## src/rtl/mem_port_arbiter.sv

```systemverilog
// mem_port_arbiter: shares one single-outstanding memory port between fetch (IFU) and load/store (LSU),
// favouring LSU but forcing an IFU grant after STARVE_LIMIT consecutive LSU grants while IFU waits.
module mem_port_arbiter #(
  parameter int STARVE_LIMIT = 4
) (
  input  logic        clk_i,
  input  logic        rstn_i,
  input  logic        ifu_req_i,
  input  logic [31:0] ifu_addr_i,
  output logic        ifu_gnt_o,
  output logic        ifu_rvalid_o,
  output logic [31:0] ifu_rdata_o,
  input  logic        lsu_req_i,
  input  logic        lsu_we_i,
  input  logic [3:0]  lsu_be_i,
  input  logic [31:0] lsu_addr_i,
  input  logic [31:0] lsu_wdata_i,
  output logic        lsu_gnt_o,
  output logic        lsu_rvalid_o,
  output logic [31:0] lsu_rdata_o,
  output logic        mem_req_o,
  output logic        mem_we_o,
  output logic [3:0]  mem_be_o,
  output logic [31:0] mem_addr_o,
  output logic [31:0] mem_wdata_o,
  input  logic        mem_gnt_i,
  input  logic        mem_rvalid_i,
  input  logic [31:0] mem_rdata_i,
  output logic        busy_o
);
  typedef enum logic {IDLE, WAIT_RSP} state_t;
  localparam logic [3:0] LIMIT = 4'(STARVE_LIMIT);
  state_t     r_state, w_state_nxt;
  logic       r_owner_lsu, w_owner_lsu_nxt;
  logic [3:0] r_streak, w_streak_nxt;
  logic       w_window, w_sel_ifu, w_sel_lsu, w_grant;
  always_ff @(posedge clk_i or negedge rstn_i) begin
    if (!rstn_i) begin
      r_state     <= IDLE;
      r_owner_lsu <= 1'b0;
      r_streak    <= '0;
    end else begin
      r_state     <= w_state_nxt;
      r_owner_lsu <= w_owner_lsu_nxt;
      r_streak    <= w_streak_nxt;
    end
  end
  always_comb begin
    // a new request may issue in the same cycle the outstanding response returns
    w_window        = (r_state == IDLE) || (r_state == WAIT_RSP && mem_rvalid_i);
    w_sel_ifu       = w_window && ifu_req_i && (!lsu_req_i || r_streak == LIMIT);
    w_sel_lsu       = w_window && lsu_req_i && !w_sel_ifu;
    mem_req_o       = w_sel_ifu || w_sel_lsu;
    mem_we_o        = w_sel_lsu && lsu_we_i;
    mem_be_o        = w_sel_lsu ? lsu_be_i : (w_sel_ifu ? 4'hF : 4'h0);
    mem_addr_o      = w_sel_lsu ? lsu_addr_i : (w_sel_ifu ? ifu_addr_i : 32'h0);
    mem_wdata_o     = w_sel_lsu ? lsu_wdata_i : 32'h0;
    ifu_gnt_o       = w_sel_ifu && mem_gnt_i;
    lsu_gnt_o       = w_sel_lsu && mem_gnt_i;
    w_grant         = mem_req_o && mem_gnt_i;
    w_state_nxt     = w_grant ? WAIT_RSP : ((r_state == WAIT_RSP && mem_rvalid_i) ? IDLE : r_state);
    w_owner_lsu_nxt = w_grant ? w_sel_lsu : r_owner_lsu;
    w_streak_nxt    = (!ifu_req_i || ifu_gnt_o) ? 4'h0
                    : ((lsu_gnt_o && r_streak != LIMIT) ? r_streak + 4'h1 : r_streak);
    ifu_rvalid_o    = mem_rvalid_i && r_state == WAIT_RSP && !r_owner_lsu;
    lsu_rvalid_o    = mem_rvalid_i && r_state == WAIT_RSP && r_owner_lsu;
    ifu_rdata_o     = mem_rdata_i;
    lsu_rdata_o     = mem_rdata_i;
    busy_o          = (r_state == WAIT_RSP);
  end
endmodule
```

## config.mk

```make
export PLATFORM = sky130hd
export DESIGN_NAME = mem_port_arbiter
export DESIGN_NICKNAME = d
export VERILOG_FILES = /design/src/rtl/mem_port_arbiter.sv
export SDC_FILE = /design/constraint.sdc
export NUM_CORES = 1
export LEC_CHECK = 0
export CAP_MARGIN = 20
export CORE_AREA = 8 8 103 105
export CTS_BUF_LIST = sky130_fd_sc_hd__clkbuf_16
export DETAILED_ROUTE_END_ITERATION = 10
export DIE_AREA = 0 0 111 113
export GPL_ROUTABILITY_DRIVEN = 0
export PLACE_DENSITY = 0.72
export SLEW_MARGIN = 20
export SYNTH_ARGS = -nofsm -noshare
export SYNTH_HDL_FRONTEND = slang
export SYNTH_SLANG_ARGS = --single-unit
```

## constraint.sdc

```tcl
create_clock -name clk_i -period 2.4 [get_ports clk_i]
set_input_delay 0.6 -clock clk_i [delete_from_list [all_inputs] [get_ports clk_i]]
set_output_delay 0.6 -clock clk_i [all_outputs]
set_load 0.005 [all_outputs]
```

Word level (Yosys, flattened, before mapping)
Index checks and enable logic that the tools add are counted.
- eq/ne operators: 2
- mux-type cells: 9
- magnitude comparators: 0
- bitwise gates (word level): 1
- shift-type cells: 0
- divide/modulo/power cells: 0
- $mul: 0
- reduce and logical (&&, ||, !) cells: 22
- add/subtract/negate cells: 1
- operators with widths (kind ; count):
    32-bit two-way mux ; 3
    4-bit two-way mux ; 4
    1-bit logical AND ; 12
    4-bit by 1-bit adder with 4-bit output (second input constant) ; 1
    4-bit by 3-bit == test with 1-bit output (second input constant) ; 1
    1-bit zero test ; 4
    1-bit logical OR ; 4
    4-bit by 3-bit != test with 1-bit output (second input constant) ; 1
    2-bit nonzero test ; 2
    1-bit two-way mux ; 2
    1-bit NOT ; 1
- input port bits: 139
- memory bits (writable): 0
- ROM bits: 0
- memories: 0
- flip-flop bits (word level): 6
- output and inout bits: 139
- word-level logic and storage cells: 38
- bits in latches: 0

Logic depth before layout (Yosys ltp)
- word-level depth: 10
- depth in mapped cells: 8
- mapped depth without buffers: 6

Worst setup path before layout
No wires, ideal clock.
- path type: register to output
- start point: register r_streak[0]
- end point: output mem_addr_o[15]
- buffers on the path: 2
- slack: 0.274 ns
- data required time: 1.800 ns
- stages on the path, launching flop included: 9
- data arrival time: 1.526 ns
- cells stage by stage: dfrtp_1 > inv_1 > ha_1 > nand3b_4 > a221oi_4 > buf_4 > buf_4 > nand2_1 > o21ai_0
- cells in the longest elaborated chain, start to end: 6
- elaborated cells on any way between the ends: 7
- classes of those cells: 1 x eq/ne; 2 x mux; 4 x reduce/logical
- ends and longest elaborated chain (element ; line ; RTL):
    from (decl) ; 35 ; logic [3:0] r_streak, w_streak_nxt;
    from (signal assigned) ; 45 ; r_streak <= w_streak_nxt;
    4-bit by 3-bit == test with 1-bit output (*) ; 51 ; w_sel_ifu = w_window && ifu_req_i && (!lsu_req_i || r_streak == LIMIT);
    1-bit logical OR (*) ; 51 ;
    1-bit logical AND (*) ; 51 ;
    1-bit zero test ; 52 ; w_sel_lsu = w_window && lsu_req_i && !w_sel_ifu;
    1-bit logical AND ; 52 ;
    32-bit two-way mux (*) ; 56 ; mem_addr_o = w_sel_lsu ? lsu_addr_i : (w_sel_ifu ? ifu_addr_i : 32'h0);
    to (decl) ; 24 ; output logic [31:0] mem_addr_o,
Every way passes the cells marked *; elsewhere a longest branch is shown, timed or not.

Final worst setup path
- start point: register r_streak[0]
- end point: output mem_wdata_o[2]
- cells in the longest elaborated chain, start to end: 6
- ends and longest elaborated chain (element ; line ; RTL):
    4-bit by 3-bit == test with 1-bit output ; 51 ;
    1-bit logical OR ; 51 ;
    1-bit logical AND ; 51 ;
    1-bit zero test ; 52 ;
    1-bit logical AND ; 52 ;
    32-bit two-way mux ; 57 ; mem_wdata_o = w_sel_lsu ? lsu_wdata_i : 32'h0;
    to (decl) ; 25 ; output logic [31:0] mem_wdata_o,
Every way passes these cells.

==> results.sh <==
export IMPL_outcome="complete, but fails checks"
export IMPL_violations="setup timing"
export IMPL_antenna_cells=0
export IMPL_min_path_type="reg -> reg"
export IMPL_clock_path_buffers=2
export IMPL_ys_warn_count=0
export IMPL_seq_area_frac_synth_pct=9.37
export IMPL_fp_row_count=35
export IMPL_worstHoldPathCells=2
export IMPL_fmax_ghz=0.399
export IMPL_postCtsHoldBufs=0
export IMPL_finalHoldViolCount=0
export IMPL_dp_worst_setup_slack_ps=-792
export IMPL_min_period_ps=2500
export IMPL_synth_edf_count=0
export IMPL_tightest_slew_ps=294
export IMPL_ff2ff_path_depth=9
export IMPL_clock_latency_ps=230
export IMPL_required_ps=1800
export IMPL_critical_path_max_fanout=6
export IMPL_detail_route_wl_per_cell_um=17.7
export IMPL_ir_drop_v=0.000340
export IMPL_routed_wl_mm=9.05
export IMPL_syn_inst=258
export IMPL_maxSlewViolCount=0
export IMPL_synth_top_family_by_area="simple AND/OR/NAND/NOR gates"
export IMPL_finish_utilization_pct=40.4
export IMPL_skew_ps=3.02
export IMPL_cts_buffers=3
export IMPL_p_per_area_nw_per_um2=284
export IMPL_ys_seq_elements=6
export IMPL_grt_max_degree=22
export IMPL_synth_xor_area_share_pct=0
export IMPL_leakage_uw=0.00172
export IMPL_globalRouteTotalUtil_pct=12.5
export IMPL_syn_cell_area_um2=1600
export IMPL_path_class="reg -> out"
export IMPL_cts_tree="done"
export IMPL_htreeDepth=1
export IMPL_cts_clk_slew_worst_paths_ps=30
export IMPL_pin_count=278
export IMPL_ant_nets=0
export IMPL_layout_setup_ws_ps=-104
export IMPL_drive_above_1_share_pct=44.4
export IMPL_fin_nets=542
export IMPL_viasPerCell=4.18
export IMPL_overflow=0
export IMPL_drt_initial_drc_count=115
export IMPL_startpoint_type="flip-flop"
export IMPL_synthMuxAreaShare_pct=0
export IMPL_synthAdderAreaFrac_pct=1.56
export IMPL_route_vias_total=2131
export IMPL_avgSynthCellArea_um2=6.21
export IMPL_first_pass_iters=4
export IMPL_synthArstFlopShare_pct=100
export IMPL_antenna_found_initial=0
export IMPL_dieHeight_um=113
export IMPL_fin_crit_sh_pct=104
export IMPL_first_global_vias=2207
export IMPL_slew_headroom_pct=80.4
export IMPL_grt_setup_unrepaired="yes"
export IMPL_cp_arrival_ps=1900
export IMPL_synth_compound_area_share_pct=16.5
export IMPL_dp_hpwl_mm=6.38
export IMPL_port_buffers=181
export IMPL_start_util_pct=17.9
export IMPL_setup_viol=70
export IMPL_syn_to_final_growth_pct=126
export IMPL_die_w_um=111
export IMPL_core_um2=8980
export IMPL_clkSinkCount=6
export IMPL_fillerInstances=950
export IMPL_syn_nets=399
export IMPL_dieArea_um2=12500
export IMPL_drv_cap=0
export IMPL_critPathCaptureType="output pin"
export IMPL_yosysUniqueCellTypes=24
export IMPL_synthSimpleGateAreaFrac_pct=36.8
export IMPL_drc_errors=0
export IMPL_synth_flop_cell="dfrtp_1"
export IMPL_grt_pass1_wl_mm=12.8
export IMPL_cts_root_buf="clkbuf_16"
==> placed cells by master, fill, tap and decap left out, types with 2 or more instances in the layout <==
master           netlist  final
nand2_4                0     12
nor2_1                 3      3
a21oi_1                3      3
nand2_1               71     43
clkbuf_2               0      2
buf_12                 0      5
clkdlybuf4s50_1        0    107
o21ai_2                0     10
inv_2                  0      3
or3_1                  2      2
nand3_1                3      3
dfrtp_1                6      6
buf_16                 0      4
dlygate4sd2_1          0      4
clkbuf_16              0      6
a21o_1                 4      4
and2_4                 0     23
buf_6                  0     30
o21ai_1                0     22
and2_1                36     13
buf_2                 11     46
nand2_2                0     16
nor2b_4                0      6
buf_4                 66     11
o21ai_0               34      2
==> registers in the layout (all words and copies together) (netlist names) <==
signal and cells:
busy_o 1, r_owner_lsu 1, r_streak 4
==> final cells by class <==
| class | count | area, um^2 | share of cell area (%) |
|---|---|---|---|
| Clock buffer | 3 | 75.1 | 2.07 |
| Inverter | 4 | 15.0 | 0.414 |
| Multi-Input combinational cell | 174 | 1190 | 32.9 |
| Sequential cell | 6 | 150 | 4.14 |
| Tap cell | 111 | 139 | 3.83 |
| Timing Repair Buffer | 212 | 2050 | 56.6 |
==> Yosys cell counts, types with 2 or more instances <==
master / n / area share, %
a21o_1: 4 / 1.9
a21oi_1: 3 / 0.94
and2_1: 36 / 14
buf_2: 11 / 3.4
buf_4: 66 / 31
clkbuf_1: 2 / 0.47
dfrtp_1: 6 / 9.4
ha_1: 2 / 1.6
inv_1: 4 / 0.94
nand2_1: 71 / 17
nand3_1: 3 / 0.94
nor2_1: 3 / 0.70
nor2b_1: 2 / 0.78
o21ai_0: 34 / 11
or3_1: 2 / 0.78
==> report_power, final <==
group | internal [uW] | total (uW) | switching, uW | leakage (uW)
logic | 403 | 641 | 238 | 0.00160
registers | 108 | 115 | 7.17 | 0.0000778
clock network | 214 | 275 | 61.0 | 0.0000370
==> routing by layer <==
layer,global-route usage (%),vias to the layer above,share of wire [%]
li1,-,1043,-
met1,13.5,981,37
met5,0,-,0
met3,3.44,23,6.5
met2,23.0,84,54
met4,4.23,0,2.5
==> worst max-delay path, stage by stage, from the launching register on <==
cell and delay, ps:
dfrtp_1 370, inv_2 70, ha_4 150, nand3b_4 90, a221oi_4 290, buf_6 160
buf_12 140, buf_12 100, nor2b_4 40, and2_1 130, buf_2 120
==> path summary, 6_finish.rpt <==
check                             from  slack, ps              to
min in group asynchronous       rstn_i        620     r_streak[2]
min                        r_owner_lsu        560     r_owner_lsu
max                        r_streak[0]       -100  mem_wdata_o[2]
max in group asynchronous       rstn_i       1550     r_streak[1]
min reg2reg                r_owner_lsu        560     r_owner_lsu
max reg2reg                r_streak[0]        690     r_owner_lsu
==> kinds of logic (layout without fill, tap and decap cells) <==
kind of cell               after synthesis  after routing
adders and majority gates                2              2
and+or+nand+nor                        122            127
buffers and inverters                   83            219
AOI/OAI and AO/OA                       45             45
DFF                                      6              6
==> timing repair <==
action / in CTS / in global routing
setup endpoints to repair: 72 / 72
pin swaps: 45 / 19
setup buffers: 7 / 5
gates cloned: 9 / 3
hold endpoints to repair: 0 / 0
gates resized for setup: 318 / 121
==> stage by stage <==
stage | hold WS, ps | instance area (um^2) | total power (uW) | cells | TNS [ps]
after CTS | 578 | 3280 | 955 | 502 | -5560
after global routing | 630 | 3620 | 1090 | 510 | -9760
final | 560 | 3620 | 1030 | 510 | -3190
after detailed placement | 568 | 3140 | 661 | 485 | -51590
after floorplan | 304 | 1600 | 344 | 258 | 0
after global placement | 572 | 3140 | 656 | 485 | -49590
No activity file was read; power rests on OpenSTA's default activity.
